File: src/rtl/sc_game_scheduler_if.sv
// Game scheduler bus: groups the pacing inputs (start, collision, point) and the
// pacing/status outputs (T0 strobe, WAIT hold, level, lives, game over).
//   master : game side, drives the request/event inputs and observes the status.
//   slave  : scheduler side, consumes the inputs and drives the registered status.
interface sc_game_scheduler_if #(
   parameter int unsigned LEVEL_WIDTH = 3
);

   logic                   SC_GAMESCHEDULER_startButton_InLow;
   logic                   SC_GAMESCHEDULER_collision_InHigh;
   logic                   SC_GAMESCHEDULER_pointPulse_InHigh;
   logic                   SC_GAMESCHEDULER_T0_OutLow;
   logic                   SC_GAMESCHEDULER_WAIT_Out;
   logic [LEVEL_WIDTH-1:0] SC_GAMESCHEDULER_level_Out;
   logic [1:0]             SC_GAMESCHEDULER_lives_Out;
   logic                   SC_GAMESCHEDULER_gameOver_Out;

   modport master (
      output SC_GAMESCHEDULER_startButton_InLow,
      output SC_GAMESCHEDULER_collision_InHigh,
      output SC_GAMESCHEDULER_pointPulse_InHigh,
      input  SC_GAMESCHEDULER_T0_OutLow,
      input  SC_GAMESCHEDULER_WAIT_Out,
      input  SC_GAMESCHEDULER_level_Out,
      input  SC_GAMESCHEDULER_lives_Out,
      input  SC_GAMESCHEDULER_gameOver_Out
   );

   modport slave (
      input  SC_GAMESCHEDULER_startButton_InLow,
      input  SC_GAMESCHEDULER_collision_InHigh,
      input  SC_GAMESCHEDULER_pointPulse_InHigh,
      output SC_GAMESCHEDULER_T0_OutLow,
      output SC_GAMESCHEDULER_WAIT_Out,
      output SC_GAMESCHEDULER_level_Out,
      output SC_GAMESCHEDULER_lives_Out,
      output SC_GAMESCHEDULER_gameOver_Out
   );

endinterface

File: src/rtl/sc_game_scheduler.sv
// Timing and progression scheduler for the car/point game. Produces the active-low
// move strobe T0 and the WAIT hold, tracks level and lives, shortens the move period
// as points accumulate, pauses after a collision and declares game over.
// Ports:
//   SC_GAMESCHEDULER_CLOCK_50     : system clock
//   SC_GAMESCHEDULER_RESET_InLow  : asynchronous active-low reset
//   schedBus (slave)              : start/collision/point inputs; T0, WAIT, level,
//                                   lives and gameOver registered outputs
module sc_game_scheduler #(
   parameter int unsigned PERIOD_WIDTH     = 24,
   parameter int unsigned BASE_PERIOD      = 5000000,
   parameter int unsigned PERIOD_STEP      = 500000,
   parameter int unsigned MIN_PERIOD       = 1000000,
   parameter int unsigned LEVEL_WIDTH      = 3,
   parameter int unsigned POINTS_PER_LEVEL = 8,
   parameter int unsigned WAIT_TICKS       = 20
) (
   input logic                SC_GAMESCHEDULER_CLOCK_50,
   input logic                SC_GAMESCHEDULER_RESET_InLow,
   sc_game_scheduler_if.slave schedBus
);

   localparam logic [PERIOD_WIDTH-1:0] BasePeriod = PERIOD_WIDTH'(BASE_PERIOD);
   localparam logic [PERIOD_WIDTH-1:0] PeriodStep = PERIOD_WIDTH'(PERIOD_STEP);
   localparam logic [PERIOD_WIDTH-1:0] MinPeriod  = PERIOD_WIDTH'(MIN_PERIOD);
   localparam logic [LEVEL_WIDTH-1:0]  LevelMax   = '1;
   localparam logic [4:0]              PointsLast = 5'(POINTS_PER_LEVEL - 1);
   localparam int unsigned             TickWidth  = (WAIT_TICKS > 1) ? $clog2(WAIT_TICKS) : 1;
   localparam logic [TickWidth-1:0]    TicksLast  = TickWidth'(WAIT_TICKS - 1);

   typedef enum logic [1:0] {StIdle, StRun, StPause, StOver} stateT;

   stateT                   state_q, state_d;
   logic [PERIOD_WIDTH-1:0] prescaler_q, prescaler_d;
   logic [PERIOD_WIDTH-1:0] period_q, period_d;
   logic [PERIOD_WIDTH-1:0] targetPeriod_q, targetPeriod_d;
   logic [LEVEL_WIDTH-1:0]  level_q, level_d;
   logic [1:0]              lives_q, lives_d;
   logic [4:0]              pointCnt_q, pointCnt_d;
   logic [TickWidth-1:0]    pauseCnt_q, pauseCnt_d;
   logic                    t0_q, t0_d;
   logic                    waitHold_q, waitHold_d;
   logic                    gameOver_q, gameOver_d;

   logic                    startReq;
   logic                    collision;
   logic                    pointPulse;
   logic                    wrap;
   logic [PERIOD_WIDTH-1:0] prescalerNext;
   logic [PERIOD_WIDTH:0]   floorPlusStep;
   logic [PERIOD_WIDTH-1:0] steppedPeriod;

   assign startReq   = ~schedBus.SC_GAMESCHEDULER_startButton_InLow;
   assign collision  = schedBus.SC_GAMESCHEDULER_collision_InHigh;
   assign pointPulse = schedBus.SC_GAMESCHEDULER_pointPulse_InHigh;

   assign wrap          = (prescaler_q == (period_q - PERIOD_WIDTH'(1)));
   assign prescalerNext = wrap ? '0 : prescaler_q + PERIOD_WIDTH'(1);

   // Extra bit keeps the floor comparison safe from underflow of period-step.
   assign floorPlusStep = {1'b0, MinPeriod} + {1'b0, PeriodStep};
   assign steppedPeriod = ({1'b0, targetPeriod_q} < floorPlusStep) ? MinPeriod
                                                                   : targetPeriod_q - PeriodStep;

   always_comb begin
      state_d        = state_q;
      prescaler_d    = prescaler_q;
      period_d       = period_q;
      targetPeriod_d = targetPeriod_q;
      level_d        = level_q;
      lives_d        = lives_q;
      pointCnt_d     = pointCnt_q;
      pauseCnt_d     = pauseCnt_q;
      t0_d           = 1'b1;
      waitHold_d     = waitHold_q;
      gameOver_d     = gameOver_q;

      unique case (state_q)
         StIdle: begin
            if (startReq) begin
               state_d        = StRun;
               prescaler_d    = '0;
               period_d       = BasePeriod;
               targetPeriod_d = BasePeriod;
               level_d        = '0;
               lives_d        = 2'd3;
               pointCnt_d     = '0;
            end
         end

         StRun: begin
            if (collision) begin
               // Collision wins: same-cycle point and wrap are dropped, no strobe.
               lives_d     = lives_q - 2'd1;
               prescaler_d = '0;
               waitHold_d  = 1'b1;
               if (lives_q == 2'd1) begin
                  state_d    = StOver;
                  gameOver_d = 1'b1;
               end else begin
                  state_d    = StPause;
                  pauseCnt_d = '0;
               end
            end else begin
               prescaler_d = prescalerNext;
               if (pointPulse) begin
                  if (pointCnt_q == PointsLast) begin
                     pointCnt_d     = '0;
                     targetPeriod_d = steppedPeriod;
                     if (level_q != LevelMax) begin
                        level_d = level_q + LEVEL_WIDTH'(1);
                     end
                  end else begin
                     pointCnt_d = pointCnt_q + 5'd1;
                  end
               end
               // A shortened period is only adopted at a wrap so a move never
               // gets cut short mid-interval.
               if (wrap) begin
                  t0_d     = 1'b0;
                  period_d = targetPeriod_d;
               end
            end
         end

         StPause: begin
            prescaler_d = prescalerNext;
            if (wrap) begin
               period_d = targetPeriod_q;
               if (pauseCnt_q == TicksLast) begin
                  state_d    = StRun;
                  waitHold_d = 1'b0;
               end else begin
                  pauseCnt_d = pauseCnt_q + TickWidth'(1);
               end
            end
         end

         StOver: begin
            if (startReq) begin
               state_d        = StIdle;
               prescaler_d    = '0;
               period_d       = BasePeriod;
               targetPeriod_d = BasePeriod;
               level_d        = '0;
               lives_d        = 2'd3;
               pointCnt_d     = '0;
               pauseCnt_d     = '0;
               waitHold_d     = 1'b0;
               gameOver_d     = 1'b0;
            end
         end

         default: state_d = StIdle;
      endcase
   end

   always_ff @(posedge SC_GAMESCHEDULER_CLOCK_50 or negedge SC_GAMESCHEDULER_RESET_InLow) begin
      if (!SC_GAMESCHEDULER_RESET_InLow) begin
         state_q        <= StIdle;
         prescaler_q    <= '0;
         period_q       <= BasePeriod;
         targetPeriod_q <= BasePeriod;
         level_q        <= '0;
         lives_q        <= 2'd3;
         pointCnt_q     <= '0;
         pauseCnt_q     <= '0;
         t0_q           <= 1'b1;
         waitHold_q     <= 1'b0;
         gameOver_q     <= 1'b0;
      end else begin
         state_q        <= state_d;
         prescaler_q    <= prescaler_d;
         period_q       <= period_d;
         targetPeriod_q <= targetPeriod_d;
         level_q        <= level_d;
         lives_q        <= lives_d;
         pointCnt_q     <= pointCnt_d;
         pauseCnt_q     <= pauseCnt_d;
         t0_q           <= t0_d;
         waitHold_q     <= waitHold_d;
         gameOver_q     <= gameOver_d;
      end
   end

   assign schedBus.SC_GAMESCHEDULER_T0_OutLow    = t0_q;
   assign schedBus.SC_GAMESCHEDULER_WAIT_Out     = waitHold_q;
   assign schedBus.SC_GAMESCHEDULER_level_Out    = level_q;
   assign schedBus.SC_GAMESCHEDULER_lives_Out    = lives_q;
   assign schedBus.SC_GAMESCHEDULER_gameOver_Out = gameOver_q;

endmodule

File: src/flat_wrapper.sv
// flat-port wrapper written by rule: the top's interface ports become plain ports
module sc_game_scheduler_flat 
#(
   parameter int unsigned PERIOD_WIDTH     = 24,
   parameter int unsigned BASE_PERIOD      = 5000000,
   parameter int unsigned PERIOD_STEP      = 500000,
   parameter int unsigned MIN_PERIOD       = 1000000,
   parameter int unsigned LEVEL_WIDTH      = 3,
   parameter int unsigned POINTS_PER_LEVEL = 8,
   parameter int unsigned WAIT_TICKS       = 20
)
  (SC_GAMESCHEDULER_CLOCK_50, SC_GAMESCHEDULER_RESET_InLow, schedBus_SC_GAMESCHEDULER_startButton_InLow, schedBus_SC_GAMESCHEDULER_collision_InHigh, schedBus_SC_GAMESCHEDULER_pointPulse_InHigh, schedBus_SC_GAMESCHEDULER_T0_OutLow, schedBus_SC_GAMESCHEDULER_WAIT_Out, schedBus_SC_GAMESCHEDULER_level_Out, schedBus_SC_GAMESCHEDULER_lives_Out, schedBus_SC_GAMESCHEDULER_gameOver_Out);
  sc_game_scheduler_if #(.LEVEL_WIDTH(LEVEL_WIDTH)) schedBus_i ();
  input logic SC_GAMESCHEDULER_CLOCK_50;
  input logic SC_GAMESCHEDULER_RESET_InLow;
  input wire logic [$bits(schedBus_i.SC_GAMESCHEDULER_startButton_InLow)-1:0] schedBus_SC_GAMESCHEDULER_startButton_InLow;
  input wire logic [$bits(schedBus_i.SC_GAMESCHEDULER_collision_InHigh)-1:0] schedBus_SC_GAMESCHEDULER_collision_InHigh;
  input wire logic [$bits(schedBus_i.SC_GAMESCHEDULER_pointPulse_InHigh)-1:0] schedBus_SC_GAMESCHEDULER_pointPulse_InHigh;
  output wire logic [$bits(schedBus_i.SC_GAMESCHEDULER_T0_OutLow)-1:0] schedBus_SC_GAMESCHEDULER_T0_OutLow;
  output wire logic [$bits(schedBus_i.SC_GAMESCHEDULER_WAIT_Out)-1:0] schedBus_SC_GAMESCHEDULER_WAIT_Out;
  output wire logic [$bits(schedBus_i.SC_GAMESCHEDULER_level_Out)-1:0] schedBus_SC_GAMESCHEDULER_level_Out;
  output wire logic [$bits(schedBus_i.SC_GAMESCHEDULER_lives_Out)-1:0] schedBus_SC_GAMESCHEDULER_lives_Out;
  output wire logic [$bits(schedBus_i.SC_GAMESCHEDULER_gameOver_Out)-1:0] schedBus_SC_GAMESCHEDULER_gameOver_Out;
  assign schedBus_i.SC_GAMESCHEDULER_startButton_InLow = schedBus_SC_GAMESCHEDULER_startButton_InLow;
  assign schedBus_i.SC_GAMESCHEDULER_collision_InHigh = schedBus_SC_GAMESCHEDULER_collision_InHigh;
  assign schedBus_i.SC_GAMESCHEDULER_pointPulse_InHigh = schedBus_SC_GAMESCHEDULER_pointPulse_InHigh;
  assign schedBus_SC_GAMESCHEDULER_T0_OutLow = schedBus_i.SC_GAMESCHEDULER_T0_OutLow;
  assign schedBus_SC_GAMESCHEDULER_WAIT_Out = schedBus_i.SC_GAMESCHEDULER_WAIT_Out;
  assign schedBus_SC_GAMESCHEDULER_level_Out = schedBus_i.SC_GAMESCHEDULER_level_Out;
  assign schedBus_SC_GAMESCHEDULER_lives_Out = schedBus_i.SC_GAMESCHEDULER_lives_Out;
  assign schedBus_SC_GAMESCHEDULER_gameOver_Out = schedBus_i.SC_GAMESCHEDULER_gameOver_Out;
  sc_game_scheduler #(.PERIOD_WIDTH(PERIOD_WIDTH), .BASE_PERIOD(BASE_PERIOD), .PERIOD_STEP(PERIOD_STEP), .MIN_PERIOD(MIN_PERIOD), .LEVEL_WIDTH(LEVEL_WIDTH), .POINTS_PER_LEVEL(POINTS_PER_LEVEL), .WAIT_TICKS(WAIT_TICKS)) u_core (.SC_GAMESCHEDULER_CLOCK_50(SC_GAMESCHEDULER_CLOCK_50), .SC_GAMESCHEDULER_RESET_InLow(SC_GAMESCHEDULER_RESET_InLow), .schedBus(schedBus_i));
endmodule
File: config.mk
export PLATFORM = sky130hd
export DESIGN_NAME = sc_game_scheduler_flat
export DESIGN_NICKNAME = d
export VERILOG_FILES = /design/src/rtl/sc_game_scheduler_if.sv /design/src/rtl/sc_game_scheduler.sv /design/src/flat_wrapper.sv
export SDC_FILE = /design/constraint.sdc
export NUM_CORES = 1
export LEC_CHECK = 0
export CORE_MARGIN = 3
export CORE_UTILIZATION = 50
export DETAILED_ROUTE_END_ITERATION = 16
export GPL_ROUTABILITY_DRIVEN = 0
export GPL_TIMING_DRIVEN = 0
export PLACE_DENSITY = 0.67
export RECOVER_POWER = 50
export SLEW_MARGIN = 20
export SYNTH_ARGS = -nofsm -noshare
export SYNTH_HDL_FRONTEND = slang
export SYNTH_SLANG_ARGS = --single-unit
File: constraint.sdc
create_clock -name SC_GAMESCHEDULER_CLOCK_50 -period 3.45 [get_ports SC_GAMESCHEDULER_CLOCK_50]
set_clock_uncertainty 0.05 [all_clocks]
set_input_delay 0.5175 -clock SC_GAMESCHEDULER_CLOCK_50 [delete_from_list [all_inputs] [get_ports SC_GAMESCHEDULER_CLOCK_50]]
set_output_delay 0.5175 -clock SC_GAMESCHEDULER_CLOCK_50 [all_outputs]
set_load 0.05 [all_outputs]
======== After elaboration in Yosys (flattened, before gate mapping) ========
Index checks and enable logic that the tools add are counted.
storage, ports and cells
  register bits ........................... 92
  latch bits .............................. 0
  RAM bits ................................ 0
  ROM bits ................................ 0
  input port bits ......................... 5
  output and inout port bits .............. 8
  word-level logic and storage cells ...... 106
  memories ................................ 0
cells by class
  add/sub/neg operators ................... 7
  multipliers ............................. 0
  div/mod/pow operators ................... 0
  order comparisons ....................... 1
  eq/ne operators ......................... 22
  shift operators ......................... 0
  mux-type cells .......................... 51
  bitwise logic cells ..................... 0
  reductions and logical operators ........ 14
operators by type and width
  kind                      count
  $mux W24                  11
  $pmux W24 S3              2
  $pmux W24 S2              1
  $mux W5                   8
  $add A24 B1 Y24 const B   1
  $eq A24 B24 Y1            1
  $lt A24 B21 Y1 const B    1
  $sub A24 B1 Y24 const B   1
  $sub A24 B19 Y24 const B  1
  $ne A2 B2 Y1 const B      8
  $mux W3                   5
  $pmux W5 S3               1
  $mux W2                   7
  $ne A2 B1 Y1 const B      6
  $reduce_and A4 Y1         3
  $reduce_and A6 Y1         2
  $add A5 B1 Y5 const B     2
  $mux W1                   10
  $pmux W5 S2               1
  $reduce_and A5 Y1         2
  $pmux W2 S4               1
  $pmux W3 S2               1
  $reduce_and A3 Y1         2
  $eq A5 B3 Y1 const B      1
  other kinds (13)          16

======== Depth between registers and ports, before layout ========
Gate-level depths: netlist of the first run.
  word-level depth ........................ 7
  mapped depth ............................ 11
  depth with buffers taken out ............ 10

======== Least setup slack after synthesis of the first run ========
Ideal clock, no wire load.
  path kind ............................... register to register
  start ................................... register u_core.period_q[7]
  end ..................................... register u_core.period_q[21]
  setup time .............................. 0.128 ns
  arrival time ............................ 2.835 ns
  required time ........................... 3.272 ns
  setup slack ............................. 0.438 ns
  cell stages (with the launch flop) ...... 11
  path buffers ............................ 2
  period minus slack after synthesis ...... 3.012 ns
  path through ............................ dfrtp_1 > nor4_4 > nand3_2 > or4_1 > a21oi_1 > and4_1 > buf_4 > nand3_2 > o211ai_4 > buf_6 > mux2_1
between the ends
  cells in the longest elaborated chain, start to end .. 4
  elaborated cells between the ends (all ways) .. 5
  those cells by class .................... add/sub: 1; eq/ne: 3; reduce/logical: 1
ends and longest elaborated chain
  what                                  RTL line                  source
  start, declared                       sc_game_scheduler.sv:35   logic [PERIOD_WIDTH-1:0] period_q, period_d;
  start signal, assigned                sc_game_scheduler.sv:162  period_q <= BasePeriod;
  start signal, assigned                sc_game_scheduler.sv:174  period_q <= period_d;
  $sub A24 B1 Y24 *                     sc_game_scheduler.sv:57   assign wrap = (prescaler_q == (period_q - PERIOD_WIDTH'(1)));
  $eq A24 B24 Y1 *                      sc_game_scheduler.sv:57
  $ne A2 B1 Y1 (no source line)         --
  $reduce_and A4 Y1 (no source line) *  --
Mark *: on every way between the ends. The rest lies on a longest branch, timed or not.
A chain may end at the register's enable or synchronous reset.

======== Worst setup path in the final report of the first run ========
  start ................................... register u_core.period_q[2]
  end ..................................... register u_core.period_q[21]
Same word-level chain as after synthesis.

==> results of run 1 <==
-- state kept, by name (all words and copies together), names as in the netlist, 2 cells and up --
| name | count |
|---|---|
| u_core.period_q | 24 |
| u_core.prescaler_q | 24 |
| u_core.targetPeriod_q | 24 |
| u_core.pauseCnt_q | 5 |
| u_core.pointCnt_q | 5 |
| u_core.schedBus.SC_GAMESCHEDULER_level_Out | 3 |
| u_core.schedBus.SC_GAMESCHEDULER_lives_Out | 2 |
| u_core.state_q | 2 |
-- per-stage QoR --
step	utilization (%)	setup TNS, ns	worst slack [ns]
after global routing	58.75	0	0.001484
after global placement	55.17	-128.05	-1.630
after CTS	58.24	0	0.06489
final	58.75	0	0.1536
after detailed placement	55.41	-0.5412	-0.09302
after floorplan	-	0	0.4376
-- what timing repair did --
item                       CTS  global route
hold endpoints to repair     0             0
hold buffers                 0             0
gates resized for setup      2            16
pin swaps                    1             2
setup endpoints to repair   12            50
buffers inserted             2             2
-- cell type report --
class,count,area share (%)
Multi-Input combinational cell,573,53.69
Sequential cell,92,32.16
Clock buffer,12,3.408
Tap cell,168,2.906
Buffer,42,2.491
Timing Repair Buffer,17,2.370
Inverter,38,1.972
Clock inverter,4,1.003
-- logic make-up after synthesis --
family	count (synthesis)
muxes	29
and+or+nand+nor	273
xor gates and xnor gates	42
adders and majority gates	14
buffers and inverters	81
AOI/OAI and AO/OA	215
DFF	92
-- per-layer routing --
metal / GRT usage, % / up-vias
met2: 40.78 / 245
met4: 10.59 / 0
met3: 5.137 / 47
li1: - / 2824
met1: 33.51 / 2951
met5: 0 / -
-- critical path, cell delays in order, from the launching register on --
cell and delay [ns]:
dfrtp_1 0.50, nor3_4 0.40, nand3_4 0.18, or4_1 0.52, a21oi_1 0.15, and4_1 0.22
buf_4 0.15, nand3_2 0.10, o211ai_4 0.35, buf_6 0.24, mux2_1 0.33
-- cell usage after synthesis, drive strengths merged, types with 9 or more instances --
| cell | n | area share [%] |
|---|---|---|
| dfstp | 19 | 7.7 |
| mux2i | 11 | 1.7 |
| clkbuf | 33 | 1.9 |
| o21ai | 45 | 3.5 |
| nor2b | 14 | 1.4 |
| xnor2 | 30 | 4.1 |
| a21oi | 33 | 2.6 |
| and3 | 11 | 1.1 |
| buf | 10 | 0.89 |
| ha | 14 | 2.7 |
| o22ai | 15 | 1.5 |
| mux2 | 18 | 3.1 |
| nand3b | 14 | 1.6 |
| xor2 | 12 | 1.6 |
| o211ai | 10 | 1.4 |
| a31oi | 46 | 4.5 |
| nand2b | 9 | 0.87 |
| dfrtp | 73 | 28 |
| nand2 | 67 | 3.9 |
| inv | 38 | 2.2 |
| nand3 | 35 | 2.9 |
| or3 | 10 | 0.97 |
| nor3 | 19 | 1.5 |
| nor2 | 43 | 2.5 |
-- cells in the final DEF, fill, tap and decap left out, types with 5 or more instances in the layout --
cell,count
or3_1,10
inv_1,38
buf_4,5
clkbuf_16,9
ha_1,13
nand2b_1,9
and4_1,5
and2_1,7
clkbuf_1,34
buf_1,5
o211ai_1,9
o21ai_0,37
a22o_1,7
mux2_1,16
clkdlybuf4s50_1,8
a211oi_1,6
nand2_1,67
nand4_1,6
nor2b_1,14
nor3_1,16
a31oi_1,46
a21oi_1,32
dfrtp_1,73
nand3_1,33
dfstp_2,19
or4_1,8
xor2_1,12
and3_1,11
o22ai_1,15
o21ai_1,8
nand3b_1,14
o41ai_1,5
nor2_1,43
xnor2_1,30
mux2i_1,11
-- worst max-delay path by stage --
stage,startpoint,end,slack [ns],cells after the start
5_1_grt,u_core.period_q[5],u_core.pauseCnt_q[0],0.001,10
2_1_floorplan,u_core.period_q[7],u_core.period_q[21],0.44,10
6_report,u_core.period_q[2],u_core.period_q[21],0.15,10
4_1_cts,u_core.period_q[7],u_core.period_q[21],0.06,10
3_3_place_gp,SC_GAMESCHEDULER_RESET_InLow,u_core.targetPeriod_q[7],-1.63,1
3_5_place_dp,u_core.period_q[0],u_core.period_q[21],-0.09,11
-- power groups by stage --
stage	logic (uW)	registers [uW]	clock network (uW)
4_1_cts	2530	1440	1110
3_3_place_gp	2450	1450	0
5_1_grt	2800	1490	1150
6_report	2570	1470	1080
2_1_floorplan	1720	1530	0
3_5_place_dp	2520	1460	0
==> flow_summary_export.csv, run 1 <==
group,metric,value,unit
hold_path,worstHoldPathCells,1,
detailed_routing,top_layer,"met4",
clocking,numCtsBuffers,9,
detailed_routing,remaining_drc_errors,0,
detailed_routing,wl_met3,1030,um
floorplan,core_area,12310,um2
detailed_routing,vias,6067,
hold_path,holdCritStartpoint,"u_core.targetPeriod_q[0]",
synth,async_flop_share,100.0,%
detailed_routing,routed_wl,17940,um
detailed_routing,drt-pass1-iter-count,5,
cells_and_area,final_cells,946,
critical_path,r2r_slack,0.15,ns
synth,syn_area,6462,um2
timing,grt_setup_unrepaired,"no",
power,p_leak,0.002899,uW
clocking,cts_tree,"yes",
global_route,grt_max_degree,56,
timing,hold_slack,0.4520,ns
power,combinationalPowerShare,50.3,%
critical_path,r2r_end,"u_core.period_q[21]",
timing,fin_crit_sh,95.55,%
clocking,cts.sinks,92,
cells_and_area,drive_gt1_share,8.997,%
global_route,antenna_found_initial,0,
power,sw_frac_of_total,45.41,%
global_route,grt_pass1_wl,29400,um
global_route,grt_usage,25.40,%
synth,synth_compound_area_share,22.09,%
timing,setup_violations,0,
cells_and_area,num-nets-final,792,
cells_and_area,fillers,1125,
detailed_routing,vias_per_cell,6.413,
hold_path,worst_hold_path_type,"register to register",
global_route,grt-ovfl-total,0,
critical_path,worstPathRequired,3.64,ns
timing,fmaxAchievable,303.4,MHz
run_status,outcome,"complete, but fails checks",
placement,port_buffers,12,
power,clkPwrFrac,21.1,%
cells_and_area,multi_input_area,3884,um2
floorplan,ios,13,
synth,synth-xor-area-share,5.692,%
floorplan,initial_core_util,52.49,%
timing,drv_slew,38,
critical_path,r2r_cells,10,
power,fin_total_pwr,5117,uW
synth,ys_types,77,
critical_path,critPathKind,"register to register",
timing,worstMarginPinSlew,2.142,ns
clocking,cts-root-buf,"clkbuf_16",
power,cellPowerDensity,707.4,nW/um2
synth,synth-edff-count,0,
synth,syn_inst,746,
critical_path,cp.arrival,3.48,ns
placement,dp_cells,927,
hold_path,hold_path_end,"u_core.targetPeriod_q[0]",
power,p_int,2793,uW
synth,synthSimpleGateAreaFrac,23.66,%
timing,hold_viol,0,
global_route,grt_pass1_vias,5767,
synth,synth-seq-cells,92,
synth,synth_seq_area_share,35.99,%
synth,synthMuxAreaShare,4.840,%
clocking,clk_latency,0.35,ns
cells_and_area,finalInstanceArea,7233,um2
floorplan,fp.dieW,119.7,um
detailed_routing,drt_iter0_drc,554,
floorplan,rows,40,
floorplan,dieArea,14320,um2
critical_path,cp-end-kind,"register",
clocking,cts_max_level,3,
placement,placed_area,6822,um2
timing,max-slew-margin-rel,-42.82,%
detailed_routing,met1_length,7853,um
synth,synthAdderAreaFrac,2.711,%
clocking,path_clk_slew,0.06,ns
timing,period_needed,3.296,ns
critical_path,worst_r2r_startpoint,"u_core.period_q[2]",
critical_path,crit_fanout,10,
synth,synth.avg_cell_area,8.663,um2
clocking,clock_path_buffers,2,
synth,synth-main-ff-cell,"dfrtp_1",
detailed_routing,wire_per_inst,18.96,um
run_status,violations,"capacitance limit, slew limit",
critical_path,worst_setup_path_start_kind,"register",
placement,hpwl,13160,um
detailed_routing,wl_met2,8572,um
floorplan,fp.dieH,119.7,um
synth,yosysWarnings,0,
cells_and_area,antennaDiodeCount,0,
power,p_switching,2324,uW
synth,synth.net_count,765,
synth,synth_top_family_by_area,"simple AND/OR/NAND/NOR gates",
detailed_routing,detail-route-antenna-nets,0,
run,drv.max_cap_violation_count,1,
power,irDropWorstVdd,0.0005554,V
cells_and_area,syn2layout_area_growth,11.93,%
power,p_seq_share,28.6,%
cells_and_area,regArea,2326,um2
(Power assumes the default switching activity.)
==> run 2: changes to the inputs <==
--- a/config.mk
+++ b/config.mk
@@ -8,7 +8,6 @@
 export CORE_MARGIN = 3
 export CORE_UTILIZATION = 50
 export DETAILED_ROUTE_END_ITERATION = 16
-export GPL_ROUTABILITY_DRIVEN = 0
 export GPL_TIMING_DRIVEN = 0
 export PLACE_DENSITY = 0.67
 export RECOVER_POWER = 50
==> flow_summary_export.csv, run 2 (synthesized netlist as in run 1, its figures left out) <==
group,metric,value,unit
run_status,outcome,"complete, but fails checks",
run_status,violations,"capacitance limit, slew limit",
detailed_routing,wire_per_inst,19.28,um
power,irDropWorstVdd,0.0005965,V
cells_and_area,finalInstanceArea,7274,um2
floorplan,dieArea,14320,um2
clocking,numCtsBuffers,9,
placement,place_congestion,0.9125,
floorplan,initial_core_util,52.49,%
placement,placed_area,6822,um2
cells_and_area,num-nets-final,802,
clocking,clock_path_buffers,2,
global_route,grt_max_degree,59,
timing,finalSetupTns,0,ns
detailed_routing,vias,6020,
hold_path,worst_hold_path_type,"register to register",
cells_and_area,antennaDiodeCount,0,
clocking,path_clk_slew,0.07,ns
timing,fmaxAchievable,303.8,MHz
global_route,grt_usage,26.10,%
floorplan,fp.dieH,119.7,um
critical_path,worst_setup_path_start_kind,"register",
timing,period_needed,3.291,ns
cells_and_area,layout_commonest_cell,"dfrtp_1",
cells_and_area,largest_registers,"u_core.period_q: 24 flops, u_core.prescaler_q: 24 flops, u_core.targetPeriod_q: 24 flops",
global_route,grt_pass1_vias,5856,
placement,dp_slack,-0.1100,ns
run,drv.max_cap_violation_count,1,
clocking,cts-root-buf,"clkbuf_16",
critical_path,worstPathRequired,3.63,ns
placement,hpwl,13510,um
floorplan,core_area,12310,um2
clocking,clk_latency,0.35,ns
floorplan,fp.dieW,119.7,um
cells_and_area,drive_gt1_share,10.28,%
timing,setup_violations,0,
detailed_routing,routed_wl,18430,um
timing,worst_slack,0.1586,ns
global_route,grt-ovfl-total,0,
critical_path,cp-endpoint,"u_core.period_q[21]",
detailed_routing,drt_iter0_drc,587,
critical_path,worst_r2r_startpoint,"u_core.period_q[0]",
floorplan,ios,13,
detailed_routing,vias_per_cell,6.297,
cells_and_area,fillers,1171,
cells_and_area,fin_util,59.09,%
critical_path,r2r_cells,12,
clocking,cts.sinks,92,
hold_path,holdCritStartpoint,"u_core.targetPeriod_q[2]",
timing,fin_crit_sh,95.40,%
critical_path,cp.arrival,3.47,ns
detailed_routing,detail-route-antenna-nets,0,
critical_path,crit_fanout,10,
timing,max-slew-margin-rel,-34.00,%
critical_path,r2r_end,"u_core.period_q[21]",
critical_path,r2r_slack,0.16,ns
cells_and_area,layout_common_cells,"dfrtp_1, nand2_1, a31oi_1",
cells_and_area,syn2layout_area_growth,12.57,%
critical_path,crit_path_start,"u_core.period_q[0]",
critical_path,cp-end-kind,"register",
detailed_routing,remaining_drc_errors,0,
timing,worstMarginPinSlew,2.010,ns
placement,port_buffers,12,
clocking,cts_tree,"yes",
detailed_routing,drt-pass1-iter-count,5,
power,p_leak,0.002913,uW
timing,drv_slew,35,
timing,hold_viol,0,
global_route,grt_pass1_wl,30000,um
floorplan,rows,40,
critical_path,critPathKind,"register to register",
global_route,antenna_found_initial,1,
cells_and_area,final_cells,956,
power,cellPowerDensity,697.0,nW/um2
clocking,cts_max_level,3,
placement,dp_cells,927,
run 2: changes by cell type in the layout (fill, tap and decap cells not counted), sizes merged:
cell           change
buf               +10
bufinv             -2
clkinv             +1
inv                +1
clkdlybuf4s50      +2
clkbuf             -2
clkinvlp           +1
dlygate4sd3        -1
run 2: worst min-delay path by stage:
stage / end / slack [ns] / cells past startpoint
finish: u_core.targetPeriod_q[2] / 0.45 / 1
global route: u_core.targetPeriod_q[0] / 0.47 / 1
CTS: u_core.targetPeriod_q[1] / 0.45 / 1
detailed placement: u_core.prescaler_q[9] / 0.38 / 1
global placement: u_core.targetPeriod_q[2] / 0.43 / 1
floorplan: u_core.pauseCnt_q[0] / 0.17 / 0
run 2: critical path: stages, from the launching register on:
cell       delay [ns]
dfrtp_1          0.50
inv_1            0.15
ha_4             0.22
nor3b_2          0.17
xnor2_1          0.15
nor3_2           0.25
o2111ai_1        0.22
nor4_4           0.35
buf_4            0.17
nand3_2          0.08
o211ai_4         0.30
buf_6            0.23
mux2_1           0.33
run 2: repair_timing:
item                                   4_1_cts  5_1_grt
setup endpoints to repair                   12       65
hold buffers                                 1        0
resized for setup                            0       22
buffers inserted                             2       11
endpoints found under the hold margin        2        0
pin swaps                                    1        5
run 2: layout make-up:
| type | instances | area (um2) | share of cell area, % |
|---|---|---|---|
| repair buffers | 27 | 249.0 | 3.423 |
| plain buffers | 42 | 180.2 | 2.477 |
| clock buffers | 11 | 232.7 | 3.199 |
| flip-flops and latches | 92 | 2327 | 31.99 |
| multi-input cells | 573 | 3895 | 53.54 |
| well taps | 168 | 210.2 | 2.890 |
| clock inverters | 5 | 37.54 | 0.5160 |
| inverters | 38 | 142.6 | 1.961 |
run 2: stage by stage:
stage          hold WS (ns)  power (uW)
2_1_floorplan        0.1719        3253
3_3_place_gp         0.4287        3926
3_5_place_dp         0.3805        4002
4_1_cts              0.4532        4961
5_1_grt              0.4712        5404
6_report             0.4498        5071
run 2: power breakdown:
group | internal [uW] | switching (uW)
Combinational | 932 | 1730
Clock | 492 | 450
Sequential | 1270 | 192
run 2: per-layer routing:
layer	vias up	track usage [%]	wire length (um)
li1	2861	-	-
met1	2934	33.62	8040
met2	183	44.46	8966
met3	40	3.157	847
met4	2	10.88	566
met5	-	0	13
